### src/rtl/dfa_ram_port_arbiter.sv
// ============================================================================
// Module   : dfa_ram_port_arbiter
// Brief    : Two-requester arbiter for the lookahead data RAM. Independent
//            round-robin write/read channels, read returns steered by a tag
//            pipeline. Optional build macro DFA_ARB_FIXED_PRIORITY_EN
//            selects fixed priority (m0 wins) on both channels.
// Revision : 1.0 - initial release
// ============================================================================
`default_nettype none

module dfa_ram_port_arbiter #(
    parameter int ADDR_WIDTH   = 1,
    parameter int DATA_WIDTH   = 8,
    parameter int READ_LATENCY = 1
) (
    input  logic                  clk,
    input  logic                  reset_n,
    input  logic [ADDR_WIDTH-1:0] m0_address,
    input  logic [DATA_WIDTH-1:0] m0_writedata,
    input  logic                  m0_write,
    input  logic                  m0_read,
    output logic                  m0_waitrequest,
    output logic [DATA_WIDTH-1:0] m0_readdata,
    output logic                  m0_readdatavalid,
    input  logic [ADDR_WIDTH-1:0] m1_address,
    input  logic [DATA_WIDTH-1:0] m1_writedata,
    input  logic                  m1_write,
    input  logic                  m1_read,
    output logic                  m1_waitrequest,
    output logic [DATA_WIDTH-1:0] m1_readdata,
    output logic                  m1_readdatavalid,
    output logic [ADDR_WIDTH-1:0] ram_wr_address,
    output logic [DATA_WIDTH-1:0] ram_wr_writedata,
    output logic                  ram_wr_write,
    input  logic                  ram_wr_waitrequest,
    output logic [ADDR_WIDTH-1:0] ram_rd_address,
    input  logic [DATA_WIDTH-1:0] ram_rd_readdata
);

    localparam int LAST_STAGE = READ_LATENCY - 1;

    // Reset is folded into the gate so requesters see waitrequest while held in reset.
    logic gate;
    logic wr_req0, wr_req1, rd_req0, rd_req1;
    logic wr_gnt0, wr_gnt1, rd_gnt0, rd_gnt1, rd_gnt;

    assign gate    = ram_wr_waitrequest | ~reset_n;
    assign wr_req0 = m0_write & ~gate;
    assign wr_req1 = m1_write & ~gate;
    // A simultaneous write+read from one requester is treated as a write only.
    assign rd_req0 = m0_read & ~m0_write & ~gate;
    assign rd_req1 = m1_read & ~m1_write & ~gate;

`ifdef DFA_ARB_FIXED_PRIORITY_EN
    assign wr_gnt1 = wr_req1 & ~wr_req0;
    assign rd_gnt1 = rd_req1 & ~rd_req0;
`else
    // Pointer holds the id of the requester that has priority on the next contention.
    logic wr_ptr_q, wr_ptr_d, rd_ptr_q, rd_ptr_d;

    assign wr_gnt1 = wr_req1 & (~wr_req0 | wr_ptr_q);
    assign rd_gnt1 = rd_req1 & (~rd_req0 | rd_ptr_q);

    always_comb begin
        wr_ptr_d = wr_ptr_q;
        rd_ptr_d = rd_ptr_q;
        if (wr_gnt0)      wr_ptr_d = 1'b1;
        else if (wr_gnt1) wr_ptr_d = 1'b0;
        if (rd_gnt0)      rd_ptr_d = 1'b1;
        else if (rd_gnt1) rd_ptr_d = 1'b0;
    end

    always_ff @(posedge clk or negedge reset_n) begin
        if (!reset_n) begin
            wr_ptr_q <= 1'b0;
            rd_ptr_q <= 1'b0;
        end else begin
            wr_ptr_q <= wr_ptr_d;
            rd_ptr_q <= rd_ptr_d;
        end
    end
`endif

    assign wr_gnt0 = wr_req0 & ~wr_gnt1;
    assign rd_gnt0 = rd_req0 & ~rd_gnt1;
    assign rd_gnt  = rd_gnt0 | rd_gnt1;

    assign ram_wr_write     = wr_gnt0 | wr_gnt1;
    assign ram_wr_address   = wr_gnt1 ? m1_address   : m0_address;
    assign ram_wr_writedata = wr_gnt1 ? m1_writedata : m0_writedata;

    assign m0_waitrequest = m0_write ? ~wr_gnt0 : (m0_read & ~rd_gnt0);
    assign m1_waitrequest = m1_write ? ~wr_gnt1 : (m1_read & ~rd_gnt1);

    // Read address and tag pipeline state.
    logic [ADDR_WIDTH-1:0]   rd_addr_q, rd_addr_d;
    logic [READ_LATENCY-1:0] tag_vld_q, tag_vld_d;
    logic [READ_LATENCY-1:0] tag_id_q,  tag_id_d;

    always_comb begin
        rd_addr_d = rd_addr_q;
        if (rd_gnt) rd_addr_d = rd_gnt1 ? m1_address : m0_address;
        tag_vld_d    = tag_vld_q;
        tag_id_d     = tag_id_q;
        tag_vld_d[0] = rd_gnt;
        tag_id_d[0]  = rd_gnt1;
        for (int i = 1; i < READ_LATENCY; i++) begin
            tag_vld_d[i] = tag_vld_q[i-1];
            tag_id_d[i]  = tag_id_q[i-1];
        end
    end

    always_ff @(posedge clk or negedge reset_n) begin
        if (!reset_n) begin
            rd_addr_q <= '0;
            tag_vld_q <= '0;
            tag_id_q  <= '0;
        end else begin
            rd_addr_q <= rd_addr_d;
            tag_vld_q <= tag_vld_d;
            tag_id_q  <= tag_id_d;
        end
    end

    assign ram_rd_address = rd_gnt ? rd_addr_d : rd_addr_q;

    assign m0_readdata      = ram_rd_readdata;
    assign m1_readdata      = ram_rd_readdata;
    assign m0_readdatavalid = tag_vld_q[LAST_STAGE] & ~tag_id_q[LAST_STAGE];
    assign m1_readdatavalid = tag_vld_q[LAST_STAGE] &  tag_id_q[LAST_STAGE];

endmodule

`default_nettype wire

### config.mk
export PLATFORM = sky130hd
export DESIGN_NAME = dfa_ram_port_arbiter
export DESIGN_NICKNAME = d
export VERILOG_FILES = /design/src/rtl/dfa_ram_port_arbiter.sv
export SDC_FILE = /design/constraint.sdc
export NUM_CORES = 1
export LEC_CHECK = 0
export ABC_AREA = 1
export CAP_MARGIN = 10
export CORE_MARGIN = 4
export CORE_UTILIZATION = 29
export DETAILED_ROUTE_END_ITERATION = 6
export GPL_TIMING_DRIVEN = 0
export PLACE_DENSITY = 0.85
export SLEW_MARGIN = 30
export SYNTH_ARGS = -nofsm -noshare
export SYNTH_HDL_FRONTEND = slang
export SYNTH_SLANG_ARGS = --single-unit
### constraint.sdc
create_clock -name clk -period 2.6 [get_ports clk]
set_input_delay 0.26 -clock clk [delete_from_list [all_inputs] [get_ports clk]]
set_output_delay 0.26 -clock clk [all_outputs]
set_load 0.1 [all_outputs]
**After elaboration in Yosys (flattened, before gate mapping)**

Cells that the tools add are included.

- Memories kept: 0
- Bits in read-only memories: 0
- Output and inout bits: 31
- RAM bits: 0
- Bits in registers: 5
- Bits in latches: 0
- Word-level logic and storage cells: 48

- Muxes and demuxes: 11
- Divide/modulo/power cells: 0
- Shift-type cells: 0
- Order comparisons: 0
- Reduce and logical (&&, ||, !) cells: 2
- Equality and inequality tests: 0
- Bitwise operators: 30
- $mul: 0
- $add $sub $neg: 0

Operators with widths:

| cell | count |
|---|---|
| $and 1x1->1 | 14 |
| $not 1->1 | 11 |
| $mux 1 | 10 |
| $mux 8 | 1 |
| $or 1x1->1 | 5 |
| $reduce_bool 2->1 | 2 |

**Longest topological paths before layout**

Gate-level depths: netlist (run 1).

- Depth in word-level cells: 12
- Depth in mapped cells: 7
- Depth with buffers taken out: 7

**Worst setup path after synthesis (run 1)**

OpenSTA, ideal clock, no wires.

- Path type: register to output
- From: register rd_ptr_q
- To: output port m1_waitrequest
- Data arrival time: 2.034 ns
- Cell stages (with the launch flop): 5
- Buffers on the path: 0
- Path slack: 0.306 ns
- Cells stage by stage: dfrtp_1 -> nand3b_1 -> nand2_4 -> inv_2 -> o21ai_1

- Longest elaborated chain between the ends: 5

Ends and longest elaborated chain:

| what | RTL line | source |
|---|---|---|
| start, declared | 59 | `logic wr_ptr_q, wr_ptr_d, rd_ptr_q, rd_ptr_d;` |
| start signal, assigned | 79 | `rd_ptr_q <= rd_ptr_d;` |
| $or 1x1->1 | 62 | `assign rd_gnt1 = rd_req1 & (~rd_req0 \| rd_ptr_q);` |
| $and 1x1->1 | 62 |  |
| named net rd_gnt1 | 45 | `logic wr_gnt0, wr_gnt1, rd_gnt0, rd_gnt1, rd_gnt;` |
| $not 1->1 | 93 | `assign m1_waitrequest = m1_write ? ~wr_gnt1 : (m1_read & ~rd_gnt1);` |
| $and 1x1->1 | 93 |  |
| $mux 1 | 93 |  |
| end, declared | 29 | `output logic m1_waitrequest,` |

The timed path passes the listed nets, and every way through them passes these cells.

**Worst setup path after layout (run 1)**

- From: input port reset_n
- To: output port m1_waitrequest

- Longest elaborated chain between the ends: 10

Ends and longest elaborated chain:

| what | RTL line | source |
|---|---|---|
| start, declared | 17 | `input logic reset_n,` |
| $not 1->1 (*) | 47 | `assign gate = ram_wr_waitrequest \| ~reset_n;` |
| $or 1x1->1 (*) | 47 |  |
| $not 1->1 (*) | 51, 52 |  |
| $and 1x1->1 | 51 | `assign rd_req0 = m0_read & ~m0_write & ~gate;` |
| $not 1->1 | 62 |  |
| $or 1x1->1 | 62 |  |
| $and 1x1->1 (*) | 62 |  |
| named net rd_gnt1 | 45 |  |
| $not 1->1 (*) | 93 |  |
| $and 1x1->1 (*) | 93 |  |
| $mux 1 (*) | 93 |  |

The timed path passes the listed nets; every way through them passes the cells marked *.

==> impl_metrics.toml, run 1 <==
[run_status]
status = "complete, no violations"

[route]
wl_met3_um = 164
wl_met2_mm = 1.14
drc_errors = 0
wirelength_met1_um = 693
drt_pass1_iterations = 1
drt_iter0_markers = 0
route.top_layer_used = "met3"
wl_per_cell_um = 11.5
vias = 718
routed_wl_mm = 2.00
ant_nets = 0
drt-vias-per-instance = 4.13

[worst_setup_path]
worstPathCellList = "clkdlybuf4s50_1 -> nand2_1 -> nor2_4 -> nand2_4 -> inv_2 -> o21ai_1 -> dlygate4sd2_1"
endpoint_kind = "output port"
critical_path_class = "input port to output port"
critPathMaxFanout = 7
crit_arrival_ns = 2.23
slowest_delay_ns = 0.87
required_ns = 2.34
crit_buf_inv = 3
setup.worst_path.start_class = "input port"
crit_slowest_cell = "dlygate4sd2_1"
crit_family = "buffers and inverters"

[clocking]
root_buffer = "clkbuf_4"
worstSkewPairLatency_ns = 0.24
clk_path_buf_depth = 2
h-tree-depth = 1
tritoncts = "done"
path_clk_slew_ns = 0.04
holdBufCountCts = 0
cts_num_sinks = 5
numCtsBuffers = 3
cts_post_setup_buffers_inserted = 0

[finish]
fin_nets = 183
layout_commonest_cell = "clkdlybuf4s50_1"
fillers = 152
final_cell_mix = "clkdlybuf4s50_1, nand2_1, buf_4, clkdlybuf4s15_2, inv_1"
area_delta_synth_final_pct = 108
drive_above_1_share = 0.275
antennaDiodeCount = 0

[logic_synthesis]
synth.net_count = 123
synthCells = 90
syn_area_um2 = 569
ys_types = 17
yosysSeqAreaShare = 0.220
ys_seq_elements = 5
avgSynthCellArea_um2 = 6.33
yosysWarningCount = 0

[pwr]
ir_drop_mv = 0.337
p_leak_nw = 0.596
total_power_uw = 577
p_per_area_nw_per_um2 = 487

[floorplan]
dieArea_um2 = 2740
ios = 64
die_h_um = 52.3
row_count = 15
die_w_um = 52.3
core-area_um2 = 1800
start_util = 0.316

[global_route]
grt_use_total = 0.156
grt_pass1_wl_mm = 3.23
grt_pass1_vias = 821
antenna_found_initial = 0
grt-ovfl-total = 0
grt_max_degree = 11

[timing]
post-route-period-util = 0.958
hold_viol_final = 0
rsz0062_at_grt = "no"
slew-limit-headroom = 0.336
clock_skew_ns = 0.00395
min_period_ns = 2.49
tightest_slew_ns = 0.993
setup_viol = 0
finalMaxSlewViolations = 0
tns_ns = 0
timing.fmax_mhz = 401

[run]
maxCapViolCount = 0

[placement]
portBuffers = 55
gp_congestion = 0.747
dp_hpwl_mm = 1.81

[hold_path]
min_path_type = "input port to async pin"
## flip-flops by register name (all words and copies together), names as in the netlist
signal,count
rd_addr_q,1
tag_vld_q,1
tag_id_q,1
rd_ptr_q,1
wr_ptr_q,1
## cells in the mapped netlist
library cell,instances,area (um^2)
nand3_4,1,17.5
buf_4,16,120
nand2_1,40,150
nand2_2,1,6.26
inv_2,2,7.51
o21ai_1,1,5.00
a21oi_2,1,8.76
clkinv_2,1,5.00
nand3b_1,1,7.51
o21ai_0,1,5.00
dfrtp_1,5,125
nand2_4,1,11.3
buf_6,1,11.3
inv_1,9,33.8
nor2_1,2,7.51
nor2_4,2,22.5
nand3_1,5,25.0
## area by class of cell
| type | instances | area, um^2 | area share |
|---|---|---|---|
| Tap cell | 25 | 31.3 | 0.0264 |
| Inverter | 12 | 46.3 | 0.0391 |
| Buffer | 17 | 131 | 0.111 |
| Clock buffer | 4 | 26.3 | 0.0222 |
| Sequential cell | 5 | 125 | 0.106 |
| Multi-Input combinational cell | 56 | 267 | 0.225 |
| Timing Repair Buffer | 55 | 558 | 0.471 |
## worst paths after layout
check	cells past startpoint	slack, ns	from	to
max in group asynchronous	1	2.08	reset_n	rd_addr_q
worst max register to register	5	1.61	wr_ptr_q	wr_ptr_q
worst max-delay path	7	0.11	reset_n	m1_waitrequest
worst min-delay path	1	0.28	reset_n	wr_ptr_q
min in group clk	2	0.50	rd_ptr_q	rd_ptr_q
worst min register to register	2	0.50	rd_ptr_q	rd_ptr_q
## cells by family after synthesis
family                 Yosys count  share of synthesized area
DFF                              5                      0.220
buffers and inverters           29                      0.312
and+or+nand+nor                 53                      0.435
AOI/OAI and AO/OA                3                     0.0330
## metrics by stage
stage,instance area [um^2],std cells,setup WS [ns],utilization,hold WS [ns]
6_report,1180,174,0.108,0.658,0.279
5_1_grt,1180,174,0.0134,0.658,0.276
4_1_cts,1190,174,0.0302,0.660,0.274
3_5_place_dp,1150,170,-0.325,0.639,0.488
3_3_place_gp,1150,170,-0.290,0.639,0.483
2_1_floorplan,569,90,0.306,-,-0.0356
## repair_timing
action / in CTS / in global routing
pin swaps: 0 / 0
gates resized for setup: 35 / 2
endpoints found under the setup margin: 13 / 1
## layer usage
layer  vias to the layer above  track usage
li1                        368            -
met1                       320        0.157
met2                        30        0.302
met3                         0       0.0655
met4                         0       0.0128
met5                         -            0
## power breakdown
group	switching [mW]	internal, mW	total, mW
combinational	0.288	0.109	0.397
clock	0.0302	0.0579	0.0881
sequential	0.00370	0.0886	0.0923
Power figures use the tool's default switching activity.
==> run 2, diff against run 1 <==
Clock period 2.6 ns to 2.9 ns, I/O delays scaled along.
==> run 2 against run 1 <==
  * Die area did not move
  * Via count shrank 0.28%
  * Design area shrank 1.7%
  * Critical endpoint is now m0_waitrequest
==> impl_metrics.toml, run 2 (synthesis results as in run 1) <==
[run_status]
status = "complete, no violations"

[floorplan]
row_count = 15
dieArea_um2 = 2740
die_h_um = 52.3
core-area_um2 = 1800
start_util = 0.316
die_w_um = 52.3
ios = 64

[clocking]
tritoncts = "done"
h-tree-depth = 1
numCtsBuffers = 3
clk_path_buf_depth = 2
path_clk_slew_ns = 0.04
worstSkewPairLatency_ns = 0.24
root_buffer = "clkbuf_4"
cts_num_sinks = 5

[run]
maxCapViolCount = 0

[placement]
dp_hpwl_mm = 1.81
portBuffers = 55
place_ws_ns = -0.0846
placedCellCount = 170
gp_congestion = 0.747
dpl_cell_area_um2 = 1150

[route]
drt_iter0_markers = 0
drt_pass1_iterations = 1
drt-vias-per-instance = 4.11
ant_nets = 0
drc_errors = 0
vias = 716
wl_per_cell_um = 11.5
routed_wl_mm = 1.99

[global_route]
grt_pass1_wl_mm = 3.22
grt_use_total = 0.155
grt_max_degree = 11
grt_pass1_vias = 816
grt-ovfl-total = 0
antenna_found_initial = 0

[timing]
setup_viol = 0
min_period_ns = 2.70
tns_ns = 0
setup_ws_ns = 0.204
clock_skew_ns = 0.00395
post-route-period-util = 0.930
slew-limit-headroom = 0.337
finalMaxSlewViolations = 0
tightest_slew_ns = 0.991
rsz0062_at_grt = "no"
hold_viol_final = 0
timing.fmax_mhz = 371

[finish]
drive_above_1_share = 0.195
finalInstanceArea_um2 = 1160
area_delta_synth_final_pct = 105
final_cell_mix = "clkdlybuf4s50_1, nand2_1, buf_4, dlygate4sd2_1, inv_1"
fin_nets = 183
antennaDiodeCount = 0
instances_no_fill = 174
layout_commonest_cell = "clkdlybuf4s50_1"

[worst_setup_path]
required_ns = 2.61
critPathMaxFanout = 7
crit_slowest_cell = "dlygate4sd2_1"
worstPathCellList = "clkdlybuf4s50_1 -> nand2_1 -> nor2_4 -> nand2_4 -> nand2_1 -> nand2_1 -> nand2_1 -> dlygate4sd2_1"
slowest_delay_ns = 0.87
critical_path_class = "input port to output port"
path_common_cell = "nand2_1"
endpoint_kind = "output port"
crit_buf_inv = 2
crit_family = "buffers and inverters"
crit_arrival_ns = 2.41
setup.worst_path.start_class = "input port"

[pwr]
ir_drop_mv = 0.302
p_per_area_nw_per_um2 = 440
total_power_uw = 512
p_leak_nw = 0.614

[hold_path]
min_path_type = "input port to async pin"
## run 2: worst register-to-register path, stage by stage (launching register included)
cell and delay [ns]:
dfrtp_1 0.36, inv_1 0.09, nand2_1 0.09, nand3_4 0.11, clkinv_2 0.14, a21oi_2 0.13
## run 2: worst paths after layout
| path | startpoint | cells after the start | endpoint | slack (ns) |
|---|---|---|---|---|
| max in group asynchronous | reset_n | 1 | rd_addr_q | 2.35 |
| hold / removal | reset_n | 1 | wr_ptr_q | 0.31 |
| min in group clk | rd_ptr_q | 2 | rd_ptr_q | 0.50 |
| setup / recovery | reset_n | 8 | m0_waitrequest | 0.20 |
| setup reg to reg | wr_ptr_q | 5 | wr_ptr_q | 1.91 |
| hold reg to reg | rd_ptr_q | 2 | rd_ptr_q | 0.50 |
## run 2: area by class of cell
cell class / count / area, um^2
sequential: 5 / 125
timing repair buffer: 55 / 538
clock buffer: 4 / 26.3
fill: 162 / 637
tap: 25 / 31.3
inverter: 12 / 46.3
buffer: 17 / 131
multi-input combinational: 56 / 267
## run 2: routing by layer
| metal | wire [um] | track usage | vias to the layer above | part of all wire |
|---|---|---|---|---|
| li1 | - | - | 368 | - |
| met5 | 0 | 0 | - | 0 |
| met1 | 689 | 0.156 | 318 | 0.35 |
| met2 | 1140 | 0.302 | 30 | 0.57 |
| met4 | 0 | 0.0128 | 0 | 0 |
| met3 | 162 | 0.0655 | 0 | 0.081 |
## run 2: metrics by stage
| step | util | hold slack [ns] |
|---|---|---|
| 2_1_floorplan | - | -0.00559 |
| 3_3_place_gp | 0.639 | 0.483 |
| 3_5_place_dp | 0.639 | 0.488 |
| 4_1_cts | 0.645 | 0.304 |
| 5_1_grt | 0.647 | 0.306 |
| 6_report | 0.647 | 0.309 |
## run 2: repair_timing
| action | in CTS | in global routing |
|---|---|---|
| buffers inserted | 0 | 0 |
| endpoints found under the setup margin | 12 | 1 |
| resized for setup | 12 | 1 |
| hold buffers | 0 | 0 |
| hold endpoints to repair | 0 | 0 |
## run 2: report_power, final
part           switching [mW]  total (mW)  internal (mW)
registers             0.00331      0.0828         0.0794
logic                   0.258       0.350         0.0927
clock network          0.0270      0.0790         0.0519
